**config.mk**
```make
export PLATFORM = sky130hd
export DESIGN_NAME = pc_update_unit
export DESIGN_NICKNAME = d
export VERILOG_FILES = /design/src/rtl/pc_update_unit.sv
export SDC_FILE = /design/constraint.sdc
export NUM_CORES = 1
export LEC_CHECK = 0
export ABC_AREA = 1
export BUFFER_PORTS_ARGS = -buffer_cell sky130_fd_sc_hd__buf_2
export CAP_MARGIN = 20
export CORE_MARGIN = 1
export CORE_UTILIZATION = 40
export CTS_CLUSTER_SIZE = 25
export DETAILED_ROUTE_END_ITERATION = 10
export PLACE_DENSITY = 0.68
export REMOVE_ABC_BUFFERS = 1
export SYNTH_ARGS = -nofsm -noshare
export SYNTH_HDL_FRONTEND = slang
export SYNTH_SLANG_ARGS = --single-unit
```
**constraint.sdc**
```tcl
create_clock -name clk -period 5.5 [get_ports clk]
set_input_delay 0.55 -clock clk [delete_from_list [all_inputs] [get_ports clk]]
set_output_delay 0.55 -clock clk [all_outputs]
set_load 0.03 [all_outputs]
```
**src/rtl/pc_update_unit.sv**
```systemverilog
// pc_update_unit: program counter with sequential, branch and register-jump selection,
// stall/halt control and sticky misaligned-redirect detection.
module pc_update_unit #(
   parameter logic [31:0] RESET_PC = 32'h0000_0000,
   parameter int unsigned PC_STEP  = 4
) (
   input  logic        clk,
   input  logic        rst_n,
   input  logic        en,
   input  logic        stall,
   input  logic        halt_req,
   input  logic        branch_taken,
   input  logic [31:0] br_offset,
   input  logic        jump_reg,
   input  logic [31:0] reg_target,
   output logic [31:0] pc,
   output logic [31:0] pc_plus4,
   output logic        instr_valid,
   output logic        halted,
   output logic        align_err,
   output logic [31:0] fetch_count
);
   typedef enum logic [1:0] {RUN, STALLED, HALTED} state_t;
   state_t state, state_nx;
   logic adv, redirect, fault, load;
   logic [31:0] target, pc_nx;
   assign pc_plus4 = pc + 32'(PC_STEP);
   assign halted   = state == HALTED;
   always_comb begin
      adv      = !halted && en && !stall && !halt_req;
      redirect = jump_reg || branch_taken;
      target   = jump_reg ? reg_target : pc_plus4 + br_offset;
      fault    = adv && redirect && (target[1:0] != 2'b00);
      load     = adv && !fault;
      pc_nx    = load ? (redirect ? target : pc_plus4) : pc;
      // halt_req outranks stall, so a halt is honoured even while stalled
      state_nx = (halted || halt_req || fault) ? HALTED : (stall || !en) ? STALLED : RUN;
   end
   always_ff @(posedge clk or negedge rst_n) begin
      if (!rst_n) begin
         state       <= RUN;
         pc          <= RESET_PC;
         instr_valid <= 1'b0;
         align_err   <= 1'b0;
         fetch_count <= '0;
      end else begin
         state       <= state_nx;
         pc          <= pc_nx;
         instr_valid <= state_nx != HALTED;
         align_err   <= align_err || fault;
         fetch_count <= fetch_count + {31'd0, load};
      end
   end
endmodule

```
=== Word level (Yosys, flattened, before mapping) ===
Cells that the tools add are included.

* Reduce and logical (&&, ||, !) cells: 17
* Muxes and demuxes: 4
* Equality and inequality tests: 2
* Add/subtract/negate cells: 3

{| class="wikitable"
|+ Operators with widths
! kind !! count
|-
| $mux W32 || 2
|-
| $add A32 B1 Y32 || 1
|-
| $add A32 B3 Y32 const B || 1
|-
| $add A32 B32 Y32 || 1
|-
| $logic_and A1 B1 Y1 || 6
|-
| $logic_not A1 Y1 || 5
|-
| $logic_or A1 B1 Y1 || 5
|-
| $eq A2 B2 Y1 const B || 1
|-
| $mux W2 || 1
|-
| $ne A2 B2 Y1 const B || 1
|-
| $reduce_bool A2 Y1 || 1
|-
| $mux W1 || 1
|}

* Logic and storage cells: 31
* Bits of input ports: 71
* Bits in registers: 68

=== Logic depth before layout (Yosys ltp) ===
Gate-level depths: netlist (run 1).

* Word-level depth: 10
* Gate-level depth with buffers: 23
* Depth with buffers taken out: 23

=== Least setup slack after synthesis (run 1) ===
No wires, ideal clock.

* Path kind: input to register
* Start: input port br_offset[0]
* End: register fetch_count[28]
* Stages: 16
* Slack: 2.145 ns
* Data arrival time: 3.222 ns
* Cell sequence: ha_1 -> fa_1 -> o21ai_1 -> nand2_2 -> nor2_4 -> buf_2 -> ha_1 -> ha_1 -> nand3_2 -> nor3_4 -> nand2_2 -> nor3_4 -> nand3_4 -> nor2_4 -> nand2_2 -> xnor2_2

* Word-level cells in the longest chain between the ends: 7

{| class="wikitable"
|+ RTL lines
! what !! RTL line !! text
|-
| start, declared || 13 || <nowiki>input logic [31:0] br_offset,</nowiki>
|-
| $add A32 B32 Y32 || 32 || <nowiki>target = jump_reg ? reg_target : pc_plus4 + br_offset;</nowiki>
|-
| $mux W32 || 32 ||
|-
| $reduce_bool A2 Y1 || 33 || <nowiki>fault = adv && redirect && (target[1:0] != 2'b00);</nowiki>
|-
| $logic_and A1 B1 Y1 || 33 ||
|-
| $logic_not A1 Y1 || 34 || <nowiki>load = adv && !fault;</nowiki>
|-
| $logic_and A1 B1 Y1 || 34 ||
|-
| named net load || 25 || <nowiki>logic adv, redirect, fault, load;</nowiki>
|-
| $add A32 B1 Y32 || 51 || <nowiki>fetch_count <= fetch_count + {31'd0, load};</nowiki>
|-
| end signal, assigned || 51 ||
|-
| end, declared || 21 || <nowiki>output logic [31:0] fetch_count</nowiki>
|}

The timed path passes the listed nets, and every way through them passes these cells.
A chain may end at the register's enable or synchronous reset.

=== Final worst setup path (run 1) ===
* Start: register pc[14]
* End: register pc[28]

* Word-level cells in the longest chain between the ends: 4

{| class="wikitable"
|+ RTL lines
! what !! RTL line !! text
|-
| start, declared || 16 || <nowiki>output logic [31:0] pc,</nowiki>
|-
| start signal, assigned || 48 || <nowiki>pc <= pc_nx;</nowiki>
|-
| $add A32 B3 Y32 (*) || 27 || <nowiki>assign pc_plus4 = pc + 32'(PC_STEP);</nowiki>
|-
| $add A32 B32 Y32 || 32 ||
|-
| $mux W32 || 32 ||
|-
| $mux W32 (*) || 35 || <nowiki>pc_nx = load ? (redirect ? target : pc_plus4) : pc;</nowiki>
|}

Mark *: on every way between the ends. The rest lies on a longest branch, timed or not.

==> results of run 1 <==
state kept, by name (all words and copies together) (netlist names):
name,flops
align_err,1
state,2
instr_valid,1
fetch_count,32
pc,32
logic make-up (layout without fill, tap and decap cells):
logic type / Yosys count / after routing / share of synthesized area
and+or+nand+nor: 597 / 597 / 0.390
AOI/OAI and AO/OA: 122 / 122 / 0.0994
xor gates and xnor gates: 49 / 49 / 0.0672
buffers and inverters: 193 / 365 / 0.111
DFF: 68 / 68 / 0.253
adders and majority gates: 42 / 42 / 0.0793
worst reg2reg max path: stages, from the launching register on:
cell,delay (ps)
dfrtp_1,540
nand2_1,90
nor2_1,210
nand2_1,130
nor2_4,190
xor2_1,490
ha_1,400
nand2_1,140
inv_1,50
nand2_1,70
nand3_1,80
nand2_1,70
nand2_1,100
a21oi_1,200
nand2_1,70
nand2_1,60
nand3_1,120
a21oi_1,160
layout make-up:
class | count | area share
Sequential cell | 68 | 0.210
Timing Repair Buffer | 173 | 0.108
Tap cell | 220 | 0.0340
Clock inverter | 7 | 0.00928
Clock buffer | 9 | 0.0278
Multi-Input combinational cell | 810 | 0.529
Inverter | 176 | 0.0819
final timing paths:
check	startpoint	end	slack [ps]	cells past startpoint
max	pc[14]	pc[28]	2260	17
min	rst_n	pc[3]	420	2
max reg2reg	pc[14]	pc[28]	2260	17
min reg2reg	align_err	align_err	470	2
max in group asynchronous	rst_n	fetch_count[6]	4500	2
min in group clk	align_err	align_err	470	2
metrics by stage:
| step | cells | instance area [um^2] | utilization |
|---|---|---|---|
| final | 1463 | 8090 | 0.490 |
| after detailed placement | 1447 | 7790 | 0.472 |
| after global placement | 1447 | 7790 | 0.472 |
| after floorplan | 1054 | 6640 | - |
| after CTS | 1463 | 8090 | 0.490 |
| after global routing | 1463 | 8090 | 0.490 |
Yosys cell counts, types with 2 or more instances:
library cell and number:
a21oi_1 75, a21oi_2 2, a31oi_1 11, a41oi_1 2, and2_1 8, buf_2 9, buf_4 2, clkbuf_1 6
clkinv_1 2, dfrtp_1 68, ha_1 41, inv_1 168, inv_2 5, nand2_1 341, nand2_2 8, nand3_1 61
nand3_2 3, nand3b_1 7, nand4_1 7, nor2_1 113, nor2_2 9, nor2_4 8, nor3_1 17, nor3_2 2
nor3_4 3, nor4_1 3, o21a_1 2, o21ai_0 15, o21ai_1 6, o21bai_1 6, or2_1 2, xnor2_1 13
xor2_1 33, xor2_2 2
cell usage in the layout, fill, tap and decap left out, types with 3 or more instances in the layout:
cell,synthesis,final
nand2_1,341,341
buf_2,9,169
inv_1,168,168
nor2_1,113,112
a21oi_1,75,75
dfrtp_1,68,68
nand3_1,61,61
ha_1,41,41
xor2_1,33,33
nor3_1,17,17
o21ai_0,15,15
xnor2_1,13,13
a31oi_1,11,11
nor2_2,9,10
clkbuf_16,0,9
and2_1,8,8
nand2_2,8,8
nor2_4,8,8
nand4_1,7,7
nand3b_1,7,7
o21bai_1,6,6
o21ai_1,6,6
inv_2,5,5
buf_4,2,4
nand3_2,3,3
nor3_4,3,3
nor4_1,3,3
report_power, final:
group	total, mW	switching [mW]	internal (mW)
registers	0.639	0.0882	0.551
clock network	0.586	0.232	0.354
logic	1.18	0.830	0.353
routing by layer:
metal,vias up,share of wire,global-route usage
met4,0,0.033,0.103
met5,-,0,0
li1,3692,-,-
met1,3282,0.44,0.331
met2,215,0.47,0.435
met3,44,0.056,0.0467
==> flow_metrics.env, run 1 <==
export IMPL_ant_nets=0
export IMPL_htreeDepth=3
export IMPL_fillers=1716
export IMPL_rows=47
export IMPL_syn_area_um2=6720
export IMPL_grt_usage=0.260
export IMPL_slew_viol_final=0
export IMPL_worst_pin_slew_ps=891
export IMPL_max_freq_ghz=0.309
export IMPL_wl_per_cell_um=15.0
export IMPL_ys_warn_count=0
export IMPL_drt_iter0_drc=416
export IMPL_path_cells="nand2_1 > nor2_1 > nand2_1 > nor2_4 > xor2_1 > ha_1 > nand2_1 > inv_1 > nand2_1 > nand3_1 > nand2_1 > nand2_1 > a21oi_1 > nand2_1 > nand2_1 > nand3_1 > a21oi_1"
export IMPL_drt_pass1_iterations=6
export IMPL_finClkSkew_ps=7.55
export IMPL_grt_pass1_vias=6997
export IMPL_fin_crit_ps=3240
export IMPL_ys_seq_area_frac=0.253
export IMPL_finalSetupViolations=0
export IMPL_ys_top_cells_by_area="dfrtp_1 (25%), nand2_1 (19%), inv_1 (9.4%), ha_1 (7.6%), nor2_1 (6.3%)"
export IMPL_critPathBufInv=1
export IMPL_fin_setup_tns_ps=0
export IMPL_yosys_area_top_type="dfrtp_1"
export IMPL_multi_input_area_um2=4280
export IMPL_slowest_delay_ps=540
export IMPL_slew_headroom=0.406
export IMPL_place_congestion=0.961
export IMPL_critPathCaptureType="flop"
export IMPL_p_leak_nw=4.65
export IMPL_finalWirelength_um=22000
export IMPL_status="finished clean"
export IMPL_drive_gt1_frac=0.191
export IMPL_synth_edf_count=0
export IMPL_min_period_over_period=0.589
export IMPL_start_kind="flop"
export IMPL_drv_cap=0
export IMPL_yosysTopAreaCellShare=0.253
export IMPL_num_vias=7233
export IMPL_syn_avg_cell_area_um2=6.28
export IMPL_critPathKind="flop to flop"
export IMPL_hold_ws_ps=422
export IMPL_cts_tree="built"
export IMPL_min_path_type="primary input to async pin"
export IMPL_antenna_cells=0
export IMPL_dp_hpwl_um=18100
export IMPL_cellPowerDensity_nw_per_um2=297
export IMPL_drc_errors=0
export IMPL_ctsResizeCount=0
export IMPL_cpMostUsedCell="nand2_1"
export IMPL_crit_slowest_cell="dfrtp_1"
export IMPL_path_clk_slew_ps=60
export IMPL_die_w_um=132
export IMPL_synth_seq_cells=68
export IMPL_async_flop_share=1.00
export IMPL_path_delay_family="simple AND/OR/NAND/NOR gates"
export IMPL_cts_buffers=9
export IMPL_grt_max_degree=69
export IMPL_rsz0062_at_grt="false"
export IMPL_regArea_um2=1700
export IMPL_power_mw=2.41
export IMPL_ctsHoldBuffers=0
export IMPL_worst_slack_ps=2260
export IMPL_initial_utilization=0.407
export IMPL_die_area_um2=17300
export IMPL_grt_pass1_wl_um=35400
export IMPL_core_area_um2=16500
export IMPL_cts_root_buffer="clkbuf_16"
export IMPL_syn_to_final_growth_pct=20.4
export IMPL_crit_arrival_ps=3500
export IMPL_final_nets=1351
export IMPL_clock_sinks=68
export IMPL_clock_latency_ps=340
export IMPL_post_cts_buffers=0
export IMPL_viasPerCell=4.94
export IMPL_portBuffers=169
export IMPL_cp_required_ps=5760
export IMPL_syn_inst=1071
export IMPL_synth_ff_type="dfrtp_1"
export IMPL_ys_types=45
export IMPL_cts_buffer_depth=2
export IMPL_antenna_found_initial=0
export IMPL_finalHoldViolCount=0
export IMPL_die_h_um=132
export IMPL_critPathMaxFanout=8
export IMPL_grt_overflow_total=0
export IMPL_place_ws_ps=2100
export IMPL_ir_drop_uv=137
export IMPL_top_level_ports=170
Note: power is estimated with default switching activity, not from simulation.
==> run 2: changes to the inputs <==
Settings changed: PLACE_DENSITY 0.68 to 0.7.
Clock period 5.5 ns to 2.7 ns, I/O delays scaled along.
==> flow_metrics.env, run 2 (synthesized netlist as in run 1, its figures left out) <==
export IMPL_status="complete, but fails checks"
export IMPL_violations="negative setup slack"
export IMPL_dp_hpwl_um=20200
export IMPL_path_cells="nand2_2 > nor3_4 > nand3_4 > nor2_4 > nor2_2 > or2_4 > ha_4 > nand2_4 > inv_1 > nand2_1 > nand2_1 > inv_1 > nand2_2 > a21oi_2 > nand2_1 > nand2_1 > nand3_2 > a21oi_2"
export IMPL_portBuffers=169
export IMPL_min_period_over_period=1.07
export IMPL_finalHoldViolCount=0
export IMPL_grt_usage=0.307
export IMPL_cts_tree="built"
export IMPL_stdcell_count=1673
export IMPL_initial_utilization=0.407
export IMPL_critPathCaptureType="flop"
export IMPL_cellPowerDensity_nw_per_um2=597
export IMPL_core_area_um2=16500
export IMPL_fin_crit_ps=2890
export IMPL_wl_per_cell_um=17.7
export IMPL_grt_overflow_total=0
export IMPL_slew_viol_final=0
export IMPL_fillers=1243
export IMPL_drv_cap=0
export IMPL_finalWirelength_um=29600
export IMPL_num_vias=8839
export IMPL_crit_slowest_cell="dfrtp_1"
export IMPL_drc_errors=0
export IMPL_final_cell_mix="nand2_1 (237), buf_4 (192), buf_2 (169)"
export IMPL_critPathMaxFanout=5
export IMPL_top_level_ports=170
export IMPL_ir_drop_uv=391
export IMPL_rrSetupSlack_ps=-190
export IMPL_viasPerCell=5.28
export IMPL_clock_latency_ps=350
export IMPL_drive_gt1_frac=0.505
export IMPL_final_common_cell="nand2_1"
export IMPL_finClkSkew_ps=9.75
export IMPL_htreeDepth=3
export IMPL_die_w_um=132
export IMPL_die_h_um=132
export IMPL_slowest_delay_ps=440
export IMPL_drt_pass1_iterations=6
export IMPL_antenna_found_initial=0
export IMPL_rsz0062_at_grt="true"
export IMPL_ant_nets=0
export IMPL_grt_pass1_vias=7988
export IMPL_syn_to_final_growth_pct=71.0
export IMPL_place_congestion=0.992
export IMPL_critPathBufInv=2
export IMPL_finalSetupViolations=28
export IMPL_clock_sinks=68
export IMPL_rows=47
export IMPL_multi_input_area_um2=5960
export IMPL_worst_slack_ps=-191
export IMPL_worst_pin_slew_ps=628
export IMPL_cp_required_ps=2970
export IMPL_path_delay_family="simple AND/OR/NAND/NOR gates"
export IMPL_dp_cells=1606
export IMPL_drt_iter0_drc=698
export IMPL_grt_pass1_wl_um=41700
export IMPL_path_clk_slew_ps=60
export IMPL_final_nets=1561
export IMPL_start_kind="flop"
export IMPL_min_path_type="primary input to flop"
export IMPL_die_area_um2=17300
export IMPL_slew_headroom=0.581
export IMPL_critPathKind="flop to flop"
export IMPL_cpMostUsedCell="nand2_1"
export IMPL_regArea_um2=1710
export IMPL_max_freq_ghz=0.346
export IMPL_crit_arrival_ps=3160
export IMPL_cts_root_buffer="clkbuf_16"
export IMPL_reg_top3="fetch_count x32, pc x32, state x2"
export IMPL_cts_buffers=9
export IMPL_cts_buffer_depth=2
export IMPL_post_route_util=0.696
export IMPL_antenna_cells=0
export IMPL_grt_max_degree=44
export IMPL_p_leak_nw=6.02
[run 2: metal layers]
| metal | vias to the layer above | routed length [um] | track usage |
|---|---|---|---|
| met2 | 461 | 14400 | 0.517 |
| met5 | - | 0 | 0 |
| met3 | 101 | 2190 | 0.0428 |
| met1 | 4169 | 11800 | 0.403 |
| li1 | 4108 | - | - |
| met4 | 0 | 1180 | 0.102 |
[run 2: final timing paths]
path | from | to | depth (start not counted)
setup / recovery | pc[8] | pc[26] | 18
max in group asynchronous | rst_n | pc[14] | 3
setup reg to reg | pc[8] | pc[26] | 18
hold reg to reg | fetch_count[31] | fetch_count[31] | 1
min in group asynchronous | rst_n | fetch_count[15] | 2
hold / removal | halt_req | state[0] | 3
[run 2: layout make-up]
class | count | area share
multi-input combinational | 810 | 0.518
clock inverter | 5 | 0.00729
inverter | 176 | 0.0585
sequential | 68 | 0.149
timing repair buffer | 383 | 0.223
tap | 220 | 0.0239
clock buffer | 11 | 0.0211
[run 2: worst register-to-register path, delay by kind of cell (launching register included)]
kind            cells  cell delay, ps
buf+inv             2             140
compound gates      2             320
flops               1             440
simple gates       13            1680
fa+ha+maj           1             260
[run 2: through the flow]
stage	setup WS (ps)	cell area (um^2)	setup TNS (ps)	hold slack, ps	total power, mW
finish	-191	11500	-1830	195	6.86
global route	-275	11500	-6250	207	7.14
CTS	-237	10200	-1060	198	6.02
detailed placement	-277	9000	-3960	330	4.31
global placement	-233	9000	-2560	322	4.29
floorplan	-1020	6640	-25920	-25.6	2.93
[run 2: what timing repair did]
action,in CTS,in global routing
hold buffers,1,0
buffers inserted,18,39
hold endpoints to repair,25,0
pin swaps,54,141
setup endpoints to repair,34,46
gates resized for setup,145,260
[run 2: report_power, final]
| part | switching, mW | total (mW) | internal [mW] | leakage, nW |
|---|---|---|---|---|
| Combinational | 2.53 | 4.28 | 1.75 | 5.00 |
| Clock | 0.492 | 1.33 | 0.838 | 0.152 |
| Sequential | 0.129 | 1.25 | 1.13 | 0.869 |
| Total | 3.15 | 6.86 | 3.71 | 6.02 |
==> run 3: changes to the inputs <==
Settings changed: SKIP_CTS_REPAIR_TIMING set to 1.
==> flow_metrics.env, run 3 (synthesized netlist as in run 1, its figures left out) <==
export IMPL_rsz0062_at_grt="true"
export IMPL_grt_overflow_total=0
export IMPL_final_nets=1540
export IMPL_htreeDepth=3
export IMPL_slew_viol_final=0
export IMPL_crit_arrival_ps=3220
export IMPL_top_level_ports=170
export IMPL_viasPerCell=5.23
export IMPL_cts_tree="built"
export IMPL_grt_usage=0.291
export IMPL_cts_root_buffer="clkbuf_16"
export IMPL_power_mw=6.61
export IMPL_drv_cap=0
export IMPL_worst_pin_slew_ps=629
export IMPL_clock_latency_ps=350
export IMPL_finalHoldViolCount=0
export IMPL_critPathMaxFanout=3
export IMPL_critPathLaunch="pc[0]"
export IMPL_violations="negative setup slack"
export IMPL_dp_hpwl_um=20200
export IMPL_final_cell_mix="nand2_1 (258), buf_4 (182), buf_2 (169)"
export IMPL_drt_pass1_iterations=5
export IMPL_place_congestion=0.992
export IMPL_die_h_um=132
export IMPL_ir_drop_uv=323
export IMPL_internal_power_mw=3.60
export IMPL_cts_buffer_depth=2
export IMPL_die_area_um2=17300
export IMPL_fin_setup_tns_ps=-3340
export IMPL_fin_crit_ps=3000
export IMPL_min_path_type="primary input to flop"
export IMPL_max_freq_ghz=0.333
export IMPL_finalWirelength_um=27900
export IMPL_reg_top3="fetch_count x32, pc x32, state x2"
export IMPL_wl_per_cell_um=16.9
export IMPL_p_sw_frac=0.455
export IMPL_rr_startpoint="pc[0]"
export IMPL_p_sw_mw=3.01
export IMPL_core_area_um2=16500
export IMPL_die_w_um=132
export IMPL_grt_pass1_vias=7576
export IMPL_p_leak_nw=5.86
export IMPL_finClkSkew_ps=9.05
export IMPL_hold_start="halt_req"
export IMPL_finalSetupViolations=35
export IMPL_drc_errors=0
export IMPL_clkPwrFrac=0.200
export IMPL_critPathKind="flop to flop"
export IMPL_ant_nets=0
export IMPL_initial_utilization=0.407
export IMPL_clock_sinks=68
export IMPL_antenna_found_initial=0
export IMPL_slew_headroom=0.581
export IMPL_antenna_cells=0
export IMPL_syn_to_final_growth_pct=63.6
export IMPL_drt_iter0_drc=515
export IMPL_worst_slack_ps=-303
export IMPL_drive_gt1_frac=0.473
export IMPL_portBuffers=169
export IMPL_num_vias=8643
export IMPL_cts_buffers=9
export IMPL_p_seq_frac=0.189
export IMPL_path_clk_slew_ps=60
export IMPL_cp_required_ps=2920
export IMPL_combPwrFrac=0.611
export IMPL_grt_max_degree=44
export IMPL_start_kind="flop"
export IMPL_status="complete, but fails checks"
export IMPL_critPathCaptureType="flop"
export IMPL_cellPowerDensity_nw_per_um2=601
export IMPL_hold_ws_ps=193
export IMPL_rows=47
export IMPL_min_period_over_period=1.11
export IMPL_grt_pass1_wl_um=39300
export IMPL_final_common_cell="nand2_1"
## run 3: cell type report
cell class	instances	area [um^2]
Multi-Input combinational cell	810	5680
Fill cell	1340	5530
Timing Repair Buffer	362	2340
Sequential cell	68	1710
Inverter	176	671
Tap cell	220	275
Clock buffer	11	243
Clock inverter	5	83.8
## run 3: final timing paths
path                            cells after the start               to  slack (ps)
worst max-delay path                               15  fetch_count[28]        -300
max in group asynchronous                           3           pc[14]        1530
worst min register to register                      1  fetch_count[31]         470
worst min-delay path                                3         state[0]         190
worst max register to register                     15  fetch_count[28]        -300
min in group asynchronous                           2         state[0]         480
## run 3: stage by stage
step                      setup WS (ps)  area (um^2)   util  cells
after floorplan                   -1020         6640      -   1054
after global placement             -233         9000  0.545   1606
after detailed placement           -277         9000  0.545   1606
after CTS                          -307         9330  0.564   1622
after global routing               -467        11000  0.666   1652
final                              -303        11000  0.666   1652
## run 3: layer usage
metal  share of wire  routed length [um]  track usage
met1            0.41               11300        0.390
met2            0.48               13400        0.480
met3           0.072                2000       0.0405
met4           0.043                1200       0.0904
met5               0                   0            0
## run 3: critical path: stages, from the launching register on
cell	delay [ps]
dfrtp_1	390
ha_2	190
fa_1	450
o21ai_2	160
nand2_2	80
nor2_4	140
ha_4	160
ha_4	150
nand3_4	90
nor3_4	230
nand2_2	110
nor3_4	240
nand3_4	120
nor2_4	140
nand2_2	80
xnor2_2	140
## run 3: power groups by stage
| stage | Clock (mW) | Combinational, mW | Sequential [mW] |
|---|---|---|---|
| floorplan | 0 | 1.46 | 1.47 |
| global placement | 0 | 3.05 | 1.24 |
| detailed placement | 0 | 3.06 | 1.24 |
| CTS | 1.33 | 3.08 | 1.23 |
| global route | 1.37 | 4.27 | 1.26 |
| finish | 1.32 | 4.04 | 1.25 |
